==> src/rtl/mdu_sequencer_pkg.sv <==
// Shared definitions for the multiply/divide sequencer:
// ALU select codes, FSM states and op encodings.
package mdu_sequencer_pkg;

  localparam logic [2:0] ALU_AND = 3'b000;
  localparam logic [2:0] ALU_OR  = 3'b001;
  localparam logic [2:0] ALU_ADD = 3'b100;
  localparam logic [2:0] ALU_SUB = 3'b101;
  localparam logic [2:0] ALU_XOR = 3'b110;

  typedef enum logic [1:0] {
    IDLE,
    MUL,
    DIV,
    FIN
  } state_t;

  localparam logic OP_MULTU = 1'b0;
  localparam logic OP_DIVU  = 1'b1;

endpackage

==> src/rtl/mdu_sequencer_alu.sv <==
// Datapath helpers for the MDU: the shared 32-bit ALU
// and the MSB-based carry/no-borrow reconstruction.
module alu_32bit
  import mdu_sequencer_pkg::*;
#(
  parameter int WIDTH = 32
) (
  input  logic [WIDTH-1:0] a,
  input  logic [WIDTH-1:0] b,
  input  logic [2:0]       sel,
  output logic [WIDTH-1:0] result,
  output logic             zero
);

  always_comb begin
    result = '0;
    unique case (sel)
      ALU_AND: result = a & b;
      ALU_OR:  result = a | b;
      ALU_ADD: result = a + b;
      ALU_SUB: result = a - b;
      ALU_XOR: result = a ^ b;
      default: result = '0;
    endcase
  end

  assign zero = (result == '0);

endmodule

module alu_carry32 (
  input  logic a_msb,
  input  logic b_msb,
  input  logic r_msb,
  output logic carry
);

  // b_msb is the effective operand (inverted for SUB),
  // so carry doubles as the no-borrow flag.
  assign carry = (a_msb & b_msb)
               | ((a_msb | b_msb) & ~r_msb);

endmodule

==> src/rtl/mdu_sequencer.sv <==
// Multi-cycle unsigned MULTU/DIVU unit built around a
// single shared ALU, one add/sub per cycle.
module mdu_sequencer
  import mdu_sequencer_pkg::*;
#(
  parameter int WIDTH = 32,
  parameter int ITER  = WIDTH
) (
  input  logic             clk,
  input  logic             rst_n,
  input  logic             start,
  input  logic             op,
  input  logic [WIDTH-1:0] rs_data,
  input  logic [WIDTH-1:0] rt_data,
  output logic             busy,
  output logic             done,
  output logic             div_by_zero,
  output logic [WIDTH-1:0] hi,
  output logic [WIDTH-1:0] lo
);

  localparam int CW = $clog2(ITER);

  state_t           state;
  logic [CW-1:0]    cnt;
  logic [WIDTH-1:0] opnd;

  logic             is_div;
  logic [WIDTH-1:0] rem;
  logic [WIDTH-1:0] alu_a;
  logic [WIDTH-1:0] b_eff;
  logic [WIDTH-1:0] alu_r;
  logic [2:0]       alu_sel;
  logic             carry;
  logic             alu_zero_unused;
  logic             last;

  assign is_div  = (state == DIV);
  assign rem     = {hi[WIDTH-2:0], lo[WIDTH-1]};
  assign alu_a   = is_div ? rem : hi;
  assign alu_sel = is_div ? ALU_SUB : ALU_ADD;
  assign b_eff   = is_div ? ~opnd : opnd;
  assign last    = (cnt == CW'(ITER - 1));

  alu_32bit #(.WIDTH(WIDTH)) u_alu (
    .a      (alu_a),
    .b      (opnd),
    .sel    (alu_sel),
    .result (alu_r),
    .zero   (alu_zero_unused)
  );

  alu_carry32 u_carry (
    .a_msb (alu_a[WIDTH-1]),
    .b_msb (b_eff[WIDTH-1]),
    .r_msb (alu_r[WIDTH-1]),
    .carry (carry)
  );

  always_ff @(posedge clk or negedge rst_n) begin
    if (!rst_n) begin
      state       <= IDLE;
      cnt         <= '0;
      opnd        <= '0;
      busy        <= 1'b0;
      done        <= 1'b0;
      div_by_zero <= 1'b0;
      hi          <= '0;
      lo          <= '0;
    end else begin
      done <= 1'b0;
      unique case (state)
        IDLE: begin
          if (start) begin
            cnt         <= '0;
            div_by_zero <= 1'b0;
            if (op == OP_MULTU) begin
              opnd  <= rs_data;
              hi    <= '0;
              lo    <= rt_data;
              busy  <= 1'b1;
              state <= MUL;
            end else if (rt_data != '0) begin
              opnd  <= rt_data;
              hi    <= '0;
              lo    <= rs_data;
              busy  <= 1'b1;
              state <= DIV;
            end else begin
              hi          <= rs_data;
              lo          <= '1;
              div_by_zero <= 1'b1;
              done        <= 1'b1;
              state       <= FIN;
            end
          end
        end
        MUL: begin
          if (lo[0]) begin
            {hi, lo} <= {carry, alu_r, lo[WIDTH-1:1]};
          end else begin
            {hi, lo} <= {1'b0, hi, lo[WIDTH-1:1]};
          end
          cnt <= cnt + 1'b1;
          if (last) begin
            busy  <= 1'b0;
            done  <= 1'b1;
            state <= FIN;
          end
        end
        DIV: begin
          // hi[MSB] is the 33rd remainder bit: always fits.
          if (hi[WIDTH-1] | carry) begin
            hi <= alu_r;
            lo <= {lo[WIDTH-2:0], 1'b1};
          end else begin
            hi <= rem;
            lo <= {lo[WIDTH-2:0], 1'b0};
          end
          cnt <= cnt + 1'b1;
          if (last) begin
            busy  <= 1'b0;
            done  <= 1'b1;
            state <= FIN;
          end
        end
        FIN: begin
          state <= IDLE;
        end
        default: begin
          state <= IDLE;
        end
      endcase
    end
  end

endmodule

==> config.mk <==
export PLATFORM = sky130hd
export DESIGN_NAME = mdu_sequencer
export DESIGN_NICKNAME = d
export VERILOG_FILES = /design/src/rtl/mdu_sequencer_pkg.sv /design/src/rtl/mdu_sequencer_alu.sv /design/src/rtl/mdu_sequencer.sv
export SDC_FILE = /design/constraint.sdc
export NUM_CORES = 1
export LEC_CHECK = 0
export CAP_MARGIN = 20
export CELL_PAD_IN_SITES_DETAIL_PLACEMENT = 0
export CELL_PAD_IN_SITES_GLOBAL_PLACEMENT = 1
export CORE_MARGIN = 4
export CORE_UTILIZATION = 38
export CTS_BUF_LIST = sky130_fd_sc_hd__clkbuf_2 sky130_fd_sc_hd__clkbuf_4 sky130_fd_sc_hd__clkbuf_8
export CTS_CLUSTER_DIAMETER = 120
export CTS_CLUSTER_SIZE = 8
export DETAILED_ROUTE_END_ITERATION = 10
export PLACE_DENSITY_LB_ADDON = 0.1
export SETUP_SLACK_MARGIN = 0.02
export SLEW_MARGIN = 20
export SYNTH_ARGS = -nofsm -noshare
export SYNTH_HDL_FRONTEND = slang
export SYNTH_SLANG_ARGS = --single-unit
==> constraint.sdc <==
create_clock -name clk -period 4.5 [get_ports clk]
set_clock_uncertainty 0.05 [all_clocks]
set_input_delay 0.675 -clock clk [delete_from_list [all_inputs] [get_ports clk]]
set_output_delay 0.675 -clock clk [all_outputs]
set_load 0.02 [all_outputs]
==> summary by stage <==
Outcome
The run finished, with violations left. The checks that failed: negative setup slack.

Die
The die outline width is about 170 um. The full die area is approximately 29000 um2. The core footprint is ~25000 um2. The floorplan has 58 rows. about 140 I/O pins were placed.

The starting density of the core is 39.0%. The floorplan die height is about 170 um.

Worst setup path
The launching point of the worst reg2reg path is opnd[5]$_DFFE_PN0P_. The library cell appearing most often on the critical path is buf_4. In this design, the stage delay of the slowest critical-path cell is roughly 0.40 ns. The endpoint type of the worst setup path is a flop.

The cell with the largest stage delay on the worst path is dfrtp_1. In this run the worst setup path begins at opnd[5]$_DFFE_PN0P_. In this run the worst path has a maximum fanout of 13.

The largest delay contributor family on the critical path is compound AO/OA/AOI/OAI gates. The data arrival at the endpoint of the critical path is between 4 and 5 ns. The worst setup path is launched from a flop.

By startpoint and endpoint, the worst setup path is classified as reg -> reg. The required time of the critical path is around 4.7 ns. The number of buffers and inverters on the critical path is 4. Traced cell by cell, the critical path runs through or3_4 -> or3_4 -> nor4_4 -> nand2b_1 -> buf_4 -> buf_4 -> o31ai_4 -> xor2_2 -> ha_4 -> a21oi_4 -> a21boi_4 -> o22ai_4 -> buf_4 -> a211oi_4 -> a2bb2oi_4 -> buf_4 -> a211oi_2 -> a211oi_2 -> o221a_1.

Routing
Detailed routing inserted a total of 10500 vias. The detailed router finished its first iteration with between 900 and 1000 violations. The total DRC errors in the routed layout is 0. Dividing the detail-routed wire length by the instance count gives 20.5 um.

After detailed routing, the number of vias per cell comes to 5.84. The number of iterations in the first detailed-routing pass is 5. The aggregate routed wire length is approximately 37 mm. The number of nets with antenna violations after detailed routing is 0.

Timing
For the pin with the worst max-slew slack, the measured transition is roughly 0.99 ns. Dividing the final minimum period by the clock period gives 101%. The setup TNS is -0.130 ns. Once routing completed, OpenROAD measured the worst setup slack at -0.0292 ns. The count of pins over their slew limit was 0. Derived from the worst setup path, the maximum achievable clock frequency is between 200 and 250 MHz. The number of endpoints with negative hold slack in the final report is 0. The max-slew headroom at the worst pin is between 30% and 40%.

The setup violation total in the final timing report is 5. The worst path in the final design needs a cycle of ~4.5 ns, including I/O delays and setup. Setup repair after global routing could not meet its margin everywhere.

Synth
For this run, the number of Yosys warnings is 0. Ranked by total cell area, the synthesized netlist is headed by dfrtp_1 (27%), o21ai_0 (6.7%), a21oi_1 (6.4%), mux2i_1 (5.7%), a211oi_1 (5.5%). Counting flops with an async set or reset pin after synthesis yields a share of between 90% and 100%. Synthesis produced a netlist with a net count of 1397. The netlist area before placement is 9910 um2.

For this run, the leading register cell type out of synthesis is dfrtp_1. In the synthesized netlist, the number of instances is around 1300. The number of flops mapped to enable cells by yosys is 0. Sequential elements use between 20 and 30% of the synthesized area.

After synthesis, the mean cell area works out to 7.69 um2. The count of distinct cell types in the synthesized netlist is 72. Of all cell types, the one taking the most synthesized area is dfrtp_1. The synthesized design devotes to its leading area cell type 26.8% of total area. Synthesis inferred between 100 and 150 register bits.

Place
The cell count after placement is roughly 1800. Routability-driven placement finished with a final weighted congestion of 0.929. The count of buffers inserted at the top-level ports is between 100 and 150. Once detailed placement completed, the half-perimeter wirelength came to 27.1 mm. The instance area at placement is 12200 um2.

Finish
Cells with a size suffix above 1 make up between 10% and 20% of the layout. The filler cell count is 2483. The finished layout holds ~1800 standard cells, fillers aside. The top cell types in the final layout, fill and taps aside, are nand2_1 (140), clkdlybuf4s50_1 (132), o21ai_0 (129), nor2_1 (129), a21oi_1 (121).

With fillers left out, the area of the finished cells amounts to 13000 um2. The most common cell after layout, fill and taps aside is nand2_1. The area growth from synthesis to layout is 31.4%. The repair_antennas step left the layout with diodes totalling 0. The core occupancy in the finished layout is between 50% and 60%. After the last flow step, the layout net total stands at around 1600.

Global routing
The global route total overflow is 0. Entering global routing, the biggest net connects between 70 and 80 pins. The all-layer global routing usage is 25.1%. The global-route wire length before repair is between 50 and 60 mm. The number of antenna violations at the first check in global routing is 1. The number of global-route vias before repair is ~10000.

Clock network
The clock insertion delay at the later pin of the skew report is 0.40 ns. The clock tree from TritonCTS is yes. The number of buffers added to fix hold violations after cts is 0. The cell chosen for the clock root is clkbuf_8.

The number of levels in the clock H-tree is 3. The number of sinks on the clock net is between 100 and 150. The clock slew seen by the registers of the worst setup and hold paths is between 0.1 and 0.15 ns. The number of buffers between clock root and the deepest sink is 2. The CTS buffer count is 9.

Min path
The tightest min-delay check is of the in -> async type.

Job
The max-capacitance violation count is 0.
-- worst paths after layout --
check,endpoint,slack (ns),depth (start not counted)
worst min-delay path,div_by_zero$_DFFE_PN0P_,0.1,1
worst max-delay path,hi[20]$_DFFE_PN0P_,-0.03,19
max in group asynchronous,opnd[20]$_DFFE_PN0P_,3.36,2
worst max register to register,hi[20]$_DFFE_PN0P_,-0.03,19
min in group clk,cnt[4]$_DFFE_PN0P_,0.44,2
worst min register to register,cnt[4]$_DFFE_PN0P_,0.44,2
-- what timing repair did --
action | in CTS | in global routing
gates resized for setup | 42 | 44
pin swaps | 38 | 33
setup buffers | 10 | 2
endpoints found under the setup margin | 33 | 33
hold endpoints to repair | 0 | 0
-- worst reg2reg max path, cell delays in order (launching register included) --
cell,delay [ns]
dfrtp_1,0.40
or3_4,0.38
or3_4,0.38
nor4_4,0.24
nand2b_1,0.14
buf_4,0.18
buf_4,0.14
o31ai_4,0.20
xor2_2,0.30
ha_4,0.28
a21oi_4,0.16
a21boi_4,0.22
o22ai_4,0.09
buf_4,0.14
a211oi_4,0.28
a2bb2oi_4,0.11
buf_4,0.22
a211oi_2,0.22
a211oi_2,0.07
o221a_1,0.23
-- Yosys cell counts, drive strengths merged (5+ instances only) --
cell type and number:
o31ai 6, o211ai 5, clkbuf 85, o22ai 8, a31oi 15, xor2 20
a21boi 6, nor4 18, a211oi 73, or2 5, mux2 25, o21ai 135
nand2b 15, xnor2 35, nor3 22, buf 17, nor2b 6, a21o 18
a221oi 7, a21oi 126, nand2 141, ha 40, mux2i 56, dfrtp 106
nand3 15, o221ai 10, inv 38, nand4 11, a311oi 5, or3 8
nor2 131, a22o 31, and3 5, a221o 6
-- state kept, by name (all words and copies together) (netlist names) --
name	cells
busy	1
cnt	5
div_by_zero	1
done	1
hi	32
lo	32
opnd	32
state	2
-- final cells by class --
class | instances | area (um2) | area share [%]
Clock inverter | 6 | 57.6 | 0.442
Sequential cell | 106 | 2650 | 20.4
Inverter | 38 | 143 | 1.10
Tap cell | 330 | 413 | 3.17
Timing Repair Buffer | 262 | 2350 | 18.0
Multi-Input combinational cell | 1042 | 7270 | 55.9
Clock buffer | 10 | 131 | 1.01
-- kinds of logic (layout without fill, tap and decap cells) --
family / after synthesis / in the layout / synth area share [%]
AOI/OAI and AO/OA: 477 / 477 / 31.1
xor gates and xnor gates: 55 / 55 / 4.86
adders and majority gates: 43 / 43 / 5.46
buffers and inverters: 140 / 316 / 5.53
DFF: 106 / 106 / 26.8
muxes: 81 / 81 / 8.50
and+or+nand+nor: 386 / 386 / 17.8
-- metrics by stage --
stage          hold slack, ns  setup slack, ns
6_report               0.0982          -0.0292
5_1_grt                 0.100           -0.187
4_1_cts                0.0963           -0.105
3_5_place_dp            0.416           -0.292
3_3_place_gp            0.410           -0.228
2_1_floorplan           0.329           0.0338
-- metal layers --
| layer | share of wire, % | vias up | GRT usage (%) |
|---|---|---|---|
| met5 | 0.019 | - | 0 |
| met4 | 0.82 | 2 | 4.34 |
| met3 | 5.7 | 20 | 3.87 |
| met2 | 42 | 332 | 36.4 |
| met1 | 51 | 5072 | 39.6 |
| li1 | - | 5055 | - |
Power is left out: the tool's default activity adds up to more than one toggle a clock period on the data nets, which glitch-free logic cannot reach.
